**config.mk**
```make
export PLATFORM = sky130hd
export DESIGN_NAME = multicycle_ctrl_flat
export DESIGN_NICKNAME = d
export VERILOG_FILES = /design/src/rtl/legv8_pkg.sv /design/src/rtl/multicycle_ctrl_if.sv /design/src/rtl/legv8_decode.sv /design/src/rtl/multicycle_ctrl.sv /design/src/flat_wrapper.sv
export SDC_FILE = /design/constraint.sdc
export NUM_CORES = 1
export LEC_CHECK = 0
export BUFFER_PORTS_ARGS = -buffer_cell sky130_fd_sc_hd__buf_2
export CORE_UTILIZATION = 55
export CTS_BUF_LIST = sky130_fd_sc_hd__clkbuf_2 sky130_fd_sc_hd__clkbuf_4 sky130_fd_sc_hd__clkbuf_8
export CTS_CLUSTER_DIAMETER = 60
export DETAILED_ROUTE_END_ITERATION = 10
export MAX_ROUTING_LAYER = met4
export PLACE_DENSITY = 0.89
export SYNTH_ARGS = -nofsm -noshare
export SYNTH_HDL_FRONTEND = slang
export SYNTH_HIERARCHICAL = 1
export SYNTH_SLANG_ARGS = --single-unit
```
**constraint.sdc**
```tcl
create_clock -name clk -period 7.05 [get_ports clk]
set_clock_uncertainty 0.15 [all_clocks]
set_input_delay 1.41 -clock clk [delete_from_list [all_inputs] [get_ports clk]]
set_output_delay 1.41 -clock clk [all_outputs]
set_load 0.1 [all_outputs]
```
**src/rtl/legv8_pkg.sv**
```systemverilog
// Shared opcode patterns, ALU encodings, FSM states and flag positions for
// the LEGv8 multicycle sequencer.
package legv8_pkg;

  // 11-bit opcode field instr[31:21]; shorter opcodes are matched through masks
  localparam logic [10:0] OP_LDUR   = 11'h7C2;
  localparam logic [10:0] OP_STUR   = 11'h7C0;
  localparam logic [10:0] OP_ADDS   = 11'h558;
  localparam logic [10:0] OP_SUBS   = 11'h758;
  localparam logic [10:0] OP_AND    = 11'h450;
  localparam logic [10:0] OP_EOR    = 11'h650;
  localparam logic [10:0] OP_LSR    = 11'h69A;
  localparam logic [10:0] OP_ADDI   = 11'h488;
  localparam logic [10:0] OP_B      = 11'h0A0;
  localparam logic [10:0] OP_CBZ    = 11'h5A0;
  localparam logic [10:0] OP_BCOND  = 11'h2A0;

  localparam logic [10:0] MASK_FULL = 11'h7FF;
  localparam logic [10:0] MASK_ADDI = 11'h7FE;
  localparam logic [10:0] MASK_B    = 11'h7E0;
  localparam logic [10:0] MASK_CB   = 11'h7F8;

  typedef enum logic [2:0] {
    ALU_PASSB = 3'b000,
    ALU_ADD   = 3'b010,
    ALU_SUB   = 3'b011,
    ALU_AND   = 3'b100,
    ALU_XOR   = 3'b110,
    ALU_LSR   = 3'b111
  } alu_op_t;

  typedef enum logic [2:0] {
    ST_FETCH  = 3'd0,
    ST_DECODE = 3'd1,
    ST_EXEC   = 3'd2,
    ST_MEM    = 3'd3,
    ST_WB     = 3'd4,
    ST_TRAP   = 3'd5
  } state_t;

  localparam int unsigned FLAG_N = 3;
  localparam int unsigned FLAG_Z = 2;
  localparam int unsigned FLAG_V = 1;
  localparam int unsigned FLAG_C = 0;

  typedef struct packed {
    logic ldur;
    logic stur;
    logic addi;
    logic adds;
    logic subs;
    logic and_op;
    logic eor;
    logic lsr;
    logic b;
    logic cbz;
    logic blt;
  } iclass_t;

  function automatic logic op_match(input logic [10:0] op,
                                    input logic [10:0] pat,
                                    input logic [10:0] mask);
    return (op & mask) == (pat & mask);
  endfunction

endpackage

```
**src/rtl/multicycle_ctrl_if.sv**
```systemverilog
// Control bundle between the multicycle sequencer and the LEGv8 datapath /
// memory port. The sequencer is the master.
interface multicycle_ctrl_if
  import legv8_pkg::*;
#(
  parameter int unsigned RETIRE_W = 16
);
  logic [31:0]         instr;
  logic                alu_zero;
  logic                alu_negative;
  logic                alu_overflow;
  logic                alu_carry;
  logic                mem_ready;
  logic                imem_req;
  logic                ir_load;
  logic                dmem_req;
  logic                dmem_we;
  logic                reg2loc;
  logic                alu_src;
  alu_op_t             alu_op;
  logic                mem_to_reg;
  logic                reg_write;
  logic                pc_write;
  logic                pc_src;
  logic                uncond_br;
  logic [3:0]          flags_q;
  logic                illegal;
  logic                retired;
  logic [RETIRE_W-1:0] retire_count;

  modport master (
    input  instr, alu_zero, alu_negative, alu_overflow, alu_carry, mem_ready,
    output imem_req, ir_load, dmem_req, dmem_we, reg2loc, alu_src, alu_op,
           mem_to_reg, reg_write, pc_write, pc_src, uncond_br, flags_q,
           illegal, retired, retire_count
  );

  modport slave (
    output instr, alu_zero, alu_negative, alu_overflow, alu_carry, mem_ready,
    input  imem_req, ir_load, dmem_req, dmem_we, reg2loc, alu_src, alu_op,
           mem_to_reg, reg_write, pc_write, pc_src, uncond_br, flags_q,
           illegal, retired, retire_count
  );
endinterface

```
**src/rtl/legv8_decode.sv**
```systemverilog
// Combinational opcode classifier: instruction-class one-hot plus an
// undefined-opcode flag.
module legv8_decode
  import legv8_pkg::*;
(
  input  logic [10:0] opcode,
  output iclass_t     cls,
  output logic        illegal
);

  always_comb begin
    cls        = '0;
    cls.ldur   = op_match(opcode, OP_LDUR,  MASK_FULL);
    cls.stur   = op_match(opcode, OP_STUR,  MASK_FULL);
    cls.adds   = op_match(opcode, OP_ADDS,  MASK_FULL);
    cls.subs   = op_match(opcode, OP_SUBS,  MASK_FULL);
    cls.and_op = op_match(opcode, OP_AND,   MASK_FULL);
    cls.eor    = op_match(opcode, OP_EOR,   MASK_FULL);
    cls.lsr    = op_match(opcode, OP_LSR,   MASK_FULL);
    cls.addi   = op_match(opcode, OP_ADDI,  MASK_ADDI);
    cls.b      = op_match(opcode, OP_B,     MASK_B);
    cls.cbz    = op_match(opcode, OP_CBZ,   MASK_CB);
    cls.blt    = op_match(opcode, OP_BCOND, MASK_CB);
    illegal    = ~(|cls);
  end

endmodule

```
**src/rtl/multicycle_ctrl.sv**
```systemverilog
// LEGv8 multicycle sequencer: FETCH/DECODE/EXEC/MEM/WB FSM driving the shared
// datapath, plus the NZVC flag register, undefined-opcode trap and retire counter.
module multicycle_ctrl
  import legv8_pkg::*;
#(
  parameter int unsigned RETIRE_W = 16
) (
  input logic               clk,
  input logic               reset,
  multicycle_ctrl_if.master bus
);

  state_t              state_q, state_d;
  iclass_t             dec_cls, cls_q;
  logic                dec_illegal;
  logic [3:0]          flags_q;
  logic                illegal_q;
  logic [RETIRE_W-1:0] count_q;

  logic    imem_req_c, ir_load_c, dmem_req_c, dmem_we_c;
  logic    reg2loc_c, alu_src_c, mem_to_reg_c, reg_write_c;
  logic    pc_write_c, pc_src_c, uncond_br_c, retired_c;
  alu_op_t alu_op_c;
  logic    alu_class;

  legv8_decode u_decode (
    .opcode  (bus.instr[31:21]),
    .cls     (dec_cls),
    .illegal (dec_illegal)
  );

  assign alu_class = cls_q.addi | cls_q.adds | cls_q.subs |
                     cls_q.and_op | cls_q.eor | cls_q.lsr;

  // Strobes are forced low during the reset cycle regardless of the current state.
  always_comb begin
    state_d      = state_q;
    imem_req_c   = 1'b0;
    ir_load_c    = 1'b0;
    dmem_req_c   = 1'b0;
    dmem_we_c    = 1'b0;
    reg2loc_c    = 1'b0;
    alu_src_c    = 1'b0;
    alu_op_c     = ALU_PASSB;
    mem_to_reg_c = 1'b0;
    reg_write_c  = 1'b0;
    pc_write_c   = 1'b0;
    pc_src_c     = 1'b0;
    uncond_br_c  = 1'b0;
    retired_c    = 1'b0;
    if (!reset) begin
      unique case (state_q)
        ST_FETCH: begin
          imem_req_c = 1'b1;
          if (bus.mem_ready) begin
            ir_load_c = 1'b1;
            state_d   = ST_DECODE;
          end
        end
        ST_DECODE: begin
          state_d = dec_illegal ? ST_TRAP : ST_EXEC;
        end
        ST_EXEC: begin
          if (alu_class) begin
            reg2loc_c = ~cls_q.addi;
            alu_src_c = cls_q.addi | cls_q.lsr;
            if (cls_q.subs)        alu_op_c = ALU_SUB;
            else if (cls_q.and_op) alu_op_c = ALU_AND;
            else if (cls_q.eor)    alu_op_c = ALU_XOR;
            else if (cls_q.lsr)    alu_op_c = ALU_LSR;
            else                   alu_op_c = ALU_ADD;
            state_d = ST_WB;
          end else if (cls_q.ldur | cls_q.stur) begin
            alu_src_c = 1'b1;
            alu_op_c  = ALU_ADD;
            state_d   = ST_MEM;
          end else if (cls_q.cbz) begin
            pc_write_c = 1'b1;
            pc_src_c   = bus.alu_zero;
            retired_c  = 1'b1;
            state_d    = ST_FETCH;
          end else if (cls_q.b) begin
            pc_write_c  = 1'b1;
            pc_src_c    = 1'b1;
            uncond_br_c = 1'b1;
            retired_c   = 1'b1;
            state_d     = ST_FETCH;
          end else if (cls_q.blt) begin
            pc_write_c = 1'b1;
            pc_src_c   = flags_q[FLAG_N] ^ flags_q[FLAG_V];
            retired_c  = 1'b1;
            state_d    = ST_FETCH;
          end else begin
            state_d = ST_TRAP;
          end
        end
        ST_MEM: begin
          dmem_req_c = 1'b1;
          dmem_we_c  = cls_q.stur;
          alu_src_c  = 1'b1;
          alu_op_c   = ALU_ADD;
          if (bus.mem_ready) begin
            if (cls_q.stur) begin
              pc_write_c = 1'b1;
              retired_c  = 1'b1;
              state_d    = ST_FETCH;
            end else begin
              state_d = ST_WB;
            end
          end
        end
        ST_WB: begin
          reg_write_c  = 1'b1;
          mem_to_reg_c = cls_q.ldur;
          pc_write_c   = 1'b1;
          retired_c    = 1'b1;
          state_d      = ST_FETCH;
        end
        ST_TRAP: begin
          state_d = ST_TRAP;
        end
        default: begin
          state_d = ST_FETCH;
        end
      endcase
    end
  end

  always_ff @(posedge clk) begin
    if (reset) begin
      state_q   <= ST_FETCH;
      cls_q     <= '0;
      flags_q   <= '0;
      illegal_q <= 1'b0;
      count_q   <= '0;
    end else begin
      state_q <= state_d;
      // The class is captured once so later states do not depend on instr staying stable.
      if (state_q == ST_DECODE) begin
        cls_q <= dec_cls;
        if (dec_illegal) illegal_q <= 1'b1;
      end
      if (state_q == ST_EXEC && (cls_q.adds || cls_q.subs)) begin
        flags_q <= {bus.alu_negative, bus.alu_zero, bus.alu_overflow, bus.alu_carry};
      end
      if (retired_c) count_q <= count_q + RETIRE_W'(1);
    end
  end

  assign bus.imem_req     = imem_req_c;
  assign bus.ir_load      = ir_load_c;
  assign bus.dmem_req     = dmem_req_c;
  assign bus.dmem_we      = dmem_we_c;
  assign bus.reg2loc      = reg2loc_c;
  assign bus.alu_src      = alu_src_c;
  assign bus.alu_op       = alu_op_c;
  assign bus.mem_to_reg   = mem_to_reg_c;
  assign bus.reg_write    = reg_write_c;
  assign bus.pc_write     = pc_write_c;
  assign bus.pc_src       = pc_src_c;
  assign bus.uncond_br    = uncond_br_c;
  assign bus.retired      = retired_c;
  assign bus.flags_q      = flags_q;
  assign bus.illegal      = illegal_q;
  assign bus.retire_count = count_q;

endmodule

```
**src/flat_wrapper.sv**
```systemverilog
// flat-port wrapper written by rule: the top's interface ports become plain ports
module multicycle_ctrl_flat import legv8_pkg::*;
#(
  parameter int unsigned RETIRE_W = 16
)
  (clk, reset, bus_instr, bus_alu_zero, bus_alu_negative, bus_alu_overflow, bus_alu_carry, bus_mem_ready, bus_imem_req, bus_ir_load, bus_dmem_req, bus_dmem_we, bus_reg2loc, bus_alu_src, bus_alu_op, bus_mem_to_reg, bus_reg_write, bus_pc_write, bus_pc_src, bus_uncond_br, bus_flags_q, bus_illegal, bus_retired, bus_retire_count);
  multicycle_ctrl_if #(.RETIRE_W(RETIRE_W)) bus_i ();
  input logic clk;
  input logic reset;
  input wire logic [$bits(bus_i.instr)-1:0] bus_instr;
  input wire logic [$bits(bus_i.alu_zero)-1:0] bus_alu_zero;
  input wire logic [$bits(bus_i.alu_negative)-1:0] bus_alu_negative;
  input wire logic [$bits(bus_i.alu_overflow)-1:0] bus_alu_overflow;
  input wire logic [$bits(bus_i.alu_carry)-1:0] bus_alu_carry;
  input wire logic [$bits(bus_i.mem_ready)-1:0] bus_mem_ready;
  output wire logic [$bits(bus_i.imem_req)-1:0] bus_imem_req;
  output wire logic [$bits(bus_i.ir_load)-1:0] bus_ir_load;
  output wire logic [$bits(bus_i.dmem_req)-1:0] bus_dmem_req;
  output wire logic [$bits(bus_i.dmem_we)-1:0] bus_dmem_we;
  output wire logic [$bits(bus_i.reg2loc)-1:0] bus_reg2loc;
  output wire logic [$bits(bus_i.alu_src)-1:0] bus_alu_src;
  output wire logic [$bits(bus_i.alu_op)-1:0] bus_alu_op;
  output wire logic [$bits(bus_i.mem_to_reg)-1:0] bus_mem_to_reg;
  output wire logic [$bits(bus_i.reg_write)-1:0] bus_reg_write;
  output wire logic [$bits(bus_i.pc_write)-1:0] bus_pc_write;
  output wire logic [$bits(bus_i.pc_src)-1:0] bus_pc_src;
  output wire logic [$bits(bus_i.uncond_br)-1:0] bus_uncond_br;
  output wire logic [$bits(bus_i.flags_q)-1:0] bus_flags_q;
  output wire logic [$bits(bus_i.illegal)-1:0] bus_illegal;
  output wire logic [$bits(bus_i.retired)-1:0] bus_retired;
  output wire logic [$bits(bus_i.retire_count)-1:0] bus_retire_count;
  assign bus_i.instr = bus_instr;
  assign bus_i.alu_zero = bus_alu_zero;
  assign bus_i.alu_negative = bus_alu_negative;
  assign bus_i.alu_overflow = bus_alu_overflow;
  assign bus_i.alu_carry = bus_alu_carry;
  assign bus_i.mem_ready = bus_mem_ready;
  assign bus_imem_req = bus_i.imem_req;
  assign bus_ir_load = bus_i.ir_load;
  assign bus_dmem_req = bus_i.dmem_req;
  assign bus_dmem_we = bus_i.dmem_we;
  assign bus_reg2loc = bus_i.reg2loc;
  assign bus_alu_src = bus_i.alu_src;
  assign bus_alu_op = bus_i.alu_op;
  assign bus_mem_to_reg = bus_i.mem_to_reg;
  assign bus_reg_write = bus_i.reg_write;
  assign bus_pc_write = bus_i.pc_write;
  assign bus_pc_src = bus_i.pc_src;
  assign bus_uncond_br = bus_i.uncond_br;
  assign bus_flags_q = bus_i.flags_q;
  assign bus_illegal = bus_i.illegal;
  assign bus_retired = bus_i.retired;
  assign bus_retire_count = bus_i.retire_count;
  multicycle_ctrl #(.RETIRE_W(RETIRE_W)) u_core (.clk(clk), .reset(reset), .bus(bus_i));
endmodule
```
==> run metrics, run 1 <==
status=complete, no violations; first-pass GRT wire length=about 6900 um; clock buffer count from CTS=5; WHS=0.3290 ns; layer carrying the most global-route usage=met2; final wirelength=4546 um; largest net degree at the start of global routing=41; Slew @ Worst Pin=0.9516 ns; core footprint=about 3400 um2; die width=61.94 um; number of nets with antenna violations after routing=0; biggest area consumer among synthesized cells=dfxtp_1; All-Layer GR Usage=24.89%; CTS tree=built; die area=roughly 3800 um2; PostCTS Resize Cnt=0; Initial DRT Pass Iterations=4; root buf cell=clkbuf_4; Post-synth top cells=35 x dfxtp_1, 34 x nand2_1, 32 x a21oi_1, 32 x nor2_1, 15 x or3_1; wire per inst=between 10 and 15 um; ys async rst share=0%; total power=398.5 uW; final worst setup slack=2.215 ns; hpwl dp=3178 um; Post-CTS Hold Buffers=0; Yosys cell types=43; max_slew headroom=36.56%; share of cells above drive strength 1=a little over a fifth; CTS Buffer Depth=2; initial drt markers=between 150 and 200; vias per inst=~6; clock-pin slew on the worst setup and hold paths=roughly 0.11 ns; Critical Path, Cell by Cell=buf_2, or3_1, or3_1, nor3b_1, buf_2; VDD IR max=0.1443 mV; main flop type after synthesis=dfxtp_1; Setup crit start kind=primary input; Std-Cell Rows=21; number of max-cap violations=0; H-tree depth=2; final hold vios=0; PD cells=172.5 nW/um2; GP Congestion=0.8690; Mapped Area=1976 um2; CP endpoint kind=output port; Clk Latency, worst-skew pair=0.34 ns; register bit total from synthesis=35; critical path arrival=3.27 ns; Synth Instances=265; Area Growth Syn to Fin=16.97%; RSZ-0062 raised after global routing=false; WP depth=5; # setup viols final=0; syn nets=~300; Initial Util=just under 60%; antenna violations before repair=0; IO Count=75; post-place setup slack=2.229 ns; DRC violations left=0; Worst EP required=5.49 ns; Leak=0.0009266 uW; final-stage net count=around 350; Via Count=2093; WP buf/inv=2; hold path cells=2; most numerous cell in the Yosys netlist=dfxtp_1; Yosys Warn Count=6; R2R depth=5; vias in the first global route=1627; crit-path max FO=40; Filler Cell Count=298; top post-synthesis cells by area=dfxtp_1 35%, a21oi_1 8.1%, nand2_1 6.5%; critical path's slowest cell=or3_1; # diodes=0; min Tclk post-route=4.835 ns; number of synthesized flops with an enable pin=0; Slew Viols, Final=0; Buffers on Ports=53; CTS Sinks=35; Period Utilization, post-route=approximately 69%; register area share after synthesis=35.47%; setup TNS=0 ns; M1 GR Usage=30.83%; Avg Inst Size Synth=7.455 um2; post-CTS setup buffers=0; delay-heaviest family, CP=simple AND/OR/NAND/NOR gates; fmax=0.2068 GHz; Setup CP Type=in -> out; gr ovfl total=0; top cell type's share of synthesized area=35.47%; GR Util met3=around 5.8%; Core Util, Final=68.18%; Vert. Die Dim=between 60 and 70 um; HP Class=reg -> reg; M2 GR Usage=between 30% and 40%; Max stage delay on crit path=0.51 ns
sequential cells by signal, summed over array words and instances (netlist names):
signal	cells
u_core/bus.flags_q	4
u_core/bus.illegal	1
u_core/bus.retire_count	16
u_core/cls_q	11
u_core/state_q	3
cell families (layout without fill, tap and decap cells):
family,after synthesis,in the layout,share of synthesized area (%)
and+or+nand+nor,142,142,38.32
adders and majority gates,1,1,0.6332
muxes,5,5,2.533
DFF,35,35,35.47
buffers and inverters,19,64,4.053
xor gates and xnor gates,3,3,1.330
AOI/OAI and AO/OA,60,60,17.67
worst reg2reg max path: cells and delay by family (launching register included):
| kind | cells | cell delay, ns |
|---|---|---|
| AOI/OAI and AO/OA | 2 | 0.95 |
| and+or+nand+nor | 3 | 1.59 |
| DFF | 1 | 0.36 |
layer usage:
metal / up-vias / routed length [um]
li1: 1039 / -
met1: 969 / 2076
met2: 81 / 2181
met3: 4 / 248
met4: 0 / 40
met5: - / 0
cell usage in the layout, fill, tap and decap left out, types with 2 or more instances in the layout:
| master | instances |
|---|---|
| or3_1 | 15 |
| or2_2 | 5 |
| buf_2 | 53 |
| o31ai_1 | 2 |
| dfxtp_1 | 35 |
| inv_1 | 3 |
| nor4_1 | 5 |
| a21oi_1 | 32 |
| o32ai_1 | 2 |
| and3_1 | 2 |
| clkbuf_4 | 5 |
| nand3_1 | 7 |
| nand4_1 | 5 |
| o21bai_1 | 2 |
| nor2_1 | 32 |
| o21a_1 | 3 |
| mux2i_1 | 5 |
| nor3b_1 | 4 |
| and2_1 | 5 |
| nor3_1 | 10 |
| or4_1 | 4 |
| xor2_1 | 3 |
| o21ai_1 | 4 |
| nor2b_1 | 2 |
| and4_1 | 2 |
| nand2_1 | 34 |
| nand2b_1 | 3 |
| o21ai_0 | 10 |
path summary, 6_finish.rpt:
kind	end	from	slack (ns)
worst max-delay path	bus_uncond_br	reset	2.22
worst min-delay path	u_core/cls_q[4]	u_core/cls_q[4]	0.33
worst max register to register	u_core/bus.retire_count[11]	u_core/cls_q[3]	3.96
worst min register to register	u_core/cls_q[4]	u_core/cls_q[4]	0.33
stage by stage:
| stage | cells | area [um2] |
|---|---|---|
| 3_3_place_gp | 348 | 2230 |
| 5_1_grt | 356 | 2311 |
| 6_report | 356 | 2311 |
| 2_1_floorplan | 265 | 1976 |
| 4_1_cts | 356 | 2311 |
| 3_5_place_dp | 348 | 2230 |
layout make-up:
cell class / instances / area [um2] / share of cell area (%)
Clock buffer: 5 / 37.54 / 1.624
Timing Repair Buffer: 53 / 265.3 / 11.48
Multi-Input combinational cell: 211 / 1195 / 51.71
Tap cell: 46 / 57.56 / 2.491
Sequential cell: 35 / 700.7 / 30.32
Inverter: 3 / 11.26 / 0.4873
Clock inverter: 3 / 43.79 / 1.895
report_power, final:
| part | switching (uW) | internal, uW | leakage, uW |
|---|---|---|---|
| sequential | 3.36 | 200 | 0.000282 |
| clock | 70.7 | 74.6 | 0.0000452 |
| combinational | 38.0 | 12.2 | 0.000599 |
Note: power is estimated with default switching activity, not from simulation.
==> inputs of run 2 (changes only) <==
--- a/config.mk
+++ b/config.mk
@@ -6,12 +6,12 @@
 export NUM_CORES = 1
 export LEC_CHECK = 0
 export BUFFER_PORTS_ARGS = -buffer_cell sky130_fd_sc_hd__buf_2
-export CORE_UTILIZATION = 55
+export CORE_UTILIZATION = 46
 export CTS_BUF_LIST = sky130_fd_sc_hd__clkbuf_2 sky130_fd_sc_hd__clkbuf_4 sky130_fd_sc_hd__clkbuf_8
 export CTS_CLUSTER_DIAMETER = 60
 export DETAILED_ROUTE_END_ITERATION = 10
 export MAX_ROUTING_LAYER = met4
-export PLACE_DENSITY = 0.89
+export PLACE_DENSITY = 0.8
 export SYNTH_ARGS = -nofsm -noshare
 export SYNTH_HDL_FRONTEND = slang
 export SYNTH_HIERARCHICAL = 1
==> constraint.sdc (replaced) <==
create_clock -name clk -period 4.2 [get_ports clk]
set_clock_uncertainty 0.15 [all_clocks]
set_input_delay 0.84 -clock clk [delete_from_list [all_inputs] [get_ports clk]]
set_output_delay 0.84 -clock clk [all_outputs]
set_load 0.1 [all_outputs]
==> run 2 against run 1 <==
Compared with the run above:
- clock power up 68%
- first-iteration DRC count down 31%
- sequential share of layout area down 0.72 points
- largest power group unchanged
==> run metrics, run 2 (synthesis gave the netlist of run 1 again) <==
critical path's most frequent cell=or3_1; H-tree depth=2 (unchanged); PostCTS Resize Cnt=0 (unchanged); Initial DRT Pass Iterations=4 (unchanged); Via Count=2005 (was 2093); critical path arrival=2.64 ns (was 3.27 ns); wire per inst=12.31 um (was 12.77 um); fmax=0.2755 GHz; status=complete, no violations (unchanged); sw frac=28.61% (was 28.13%); Setup CP Type=reg -> out (was in -> out); footprint of the multi-input gates=1224 um2 (was 1195 um2); final wirelength=4455 um (was 4546 um); number of max-cap violations=0 (unchanged); Clock power frac=36.4% (was 36.5%); Std-Cell Rows=23 (was 21); Setup crit start kind=register (was primary input); share of cells above drive strength 1=24.04% (was 21.94%); Slew @ Worst Pin=0.7118 ns (was 0.9516 ns); Seq pwr share=50.7% (was 50.9%); die width=67.54 um (was 61.94 um); net load switching power=192.1 uW (was 112.1 uW); antenna violations before repair=0 (unchanged); first-pass GRT wire length=7251 um (was 6900 um); setup TNS=0 ns (unchanged); final-stage net count=351 (was 349); Critical Path, Cell by Cell=or3_1, or4_1, or3_1, nor3b_2, buf_2 (was buf_2, or3_1, or3_1, nor3b_1, buf_2); Worst EP required=3.21 ns (was 5.49 ns); CTS tree=built (unchanged); Leak=0.0009363 uW (was 0.0009266 uW); min Tclk post-route=3.630 ns; RSZ-0062 raised after global routing=false (unchanged); largest net degree at the start of global routing=40 (was 41); post-CTS setup buffers=0 (unchanged); most frequent cells in the layout=53 x buf_2, 35 x dfxtp_1, 34 x nand2_1, 32 x a21oi_1, 31 x nor2_1 (was 53 x buf_2, 35 x dfxtp_1, 34 x nand2_1, 32 x nor2_1, 32 x a21oi_1); DRC violations left=0 (unchanged); gr ovfl total=0 (unchanged); final hold vios=0 (unchanged); # setup viols final=0 (unchanged); commonest non-fill, non-tap cell in the layout=buf_2 (unchanged); Initial Util=48.69% (was 58.29%); Period Utilization, post-route=between 80% and 90%; die area=4561 um2 (was 3836 um2); clock-pin slew on the worst setup and hold paths=0.07 ns (was 0.11 ns); Slew Viols, Final=0 (unchanged); HP Class=reg -> reg (unchanged); hpwl dp=3238 um (was 3178 um); GP Congestion=0.8908 (was 0.8690); WP buf/inv=1 (was 2); max_slew headroom=52.37% (was 36.56%); Filler Cell Count=393 (was 298); register area=700.7 um2 (unchanged); PD cells=283.6 nW/um2 (was 172.5 nW/um2); max reg flops=16 (unchanged); Max stage delay on crit path=0.53 ns (was 0.51 ns); VDD IR max=0.1443 mV (about the same); Logic pwr share=12.9% (was 12.6%); # diodes=0 (unchanged); number of nets with antenna violations after routing=0 (unchanged); vias in the first global route=1642 (was 1627); IO Count=75 (unchanged); core footprint=4058 um2 (was 3390 um2); internal power=479.2 uW (was 286.4 uW); initial drt markers=124 (was 180); CTS Sinks=35 (unchanged); Clk Latency, worst-skew pair=0.28 ns (was 0.34 ns); vias per inst=5.539 (was 5.879); Core Util, Final=58.34% (was 68.18%); Vert. Die Dim=67.54 um (was 61.94 um); root buf cell=clkbuf_8 (was clkbuf_4); clock buffer count from CTS=5 (unchanged); delay-heaviest family, CP=simple AND/OR/NAND/NOR gates (unchanged); Post-CTS Hold Buffers=0 (unchanged); CP endpoint kind=output port (unchanged); All-Layer GR Usage=21.70% (was 24.89%); critical path's slowest cell=or4_1 (was or3_1); Buffers on Ports=53 (unchanged); crit-path max FO=6 (was 40); CTS Buffer Depth=2 (unchanged); total power=671.3 uW (was 398.5 uW); Area Growth Syn to Fin=19.82% (was 16.97%)
==> run 2: layout make-up <==
| type | instances | share of cell area, % |
|---|---|---|
| tap | 50 | 2.643 |
| clock inverter | 2 | 0.5285 |
| timing repair buffer | 55 | 11.84 |
| clock buffer | 6 | 3.224 |
| sequential | 35 | 29.60 |
| inverter | 3 | 0.4757 |
| multi-input combinational | 211 | 51.69 |
==> run 2: stage by stage <==
step | worst slack (ns) | hold slack, ns | instance area (um2) | cells
3_5_place_dp | 0.8065 | 0.2982 | 2278 | 354
3_3_place_gp | 0.7933 | 0.3060 | 2278 | 354
2_1_floorplan | -0.2206 | 0.2958 | 2004 | 265
4_1_cts | 0.5686 | 0.3150 | 2367 | 362
6_report | 0.5703 | 0.3172 | 2367 | 362
5_1_grt | 0.4184 | 0.3349 | 2367 | 362
==> run 2: per-layer routing <==
layer,wire length [um],global-route usage [%],vias to the layer above
met4,27,8.245,0
met1,2251,28.84,911
met2,2014,31.93,48
met5,0,-,-
li1,-,-,1044
met3,161,4.561,2
==> run 2: power groups by stage <==
stage	combinational (uW)	sequential, uW	clock (uW)
after CTS	86.0	340	255
after global routing	93.6	341	269
after detailed placement	85.9	348	0
final	86.3	341	244
after floorplan	56.8	356	0
after global placement	85.2	348	0
==> run 2: path summary, 6_finish.rpt <==
kind,startpoint,endpoint,slack [ns],cells after the start
setup / recovery,u_core/cls_q[3],bus_uncond_br,0.57,5
hold / removal,u_core/bus.illegal,u_core/bus.illegal,0.32,2
setup reg to reg,u_core/cls_q[3],u_core/bus.retire_count[5],1.32,6
hold reg to reg,u_core/bus.illegal,u_core/bus.illegal,0.32,2
==> run 2: worst reg2reg max path, cell delays in order (launching register included) <==
cell and delay, ns:
dfxtp_1 0.33, or3_1 0.41, or4_1 0.53, o41a_1 0.50, buf_4 0.24, or4_1 0.52
a21oi_1 0.14
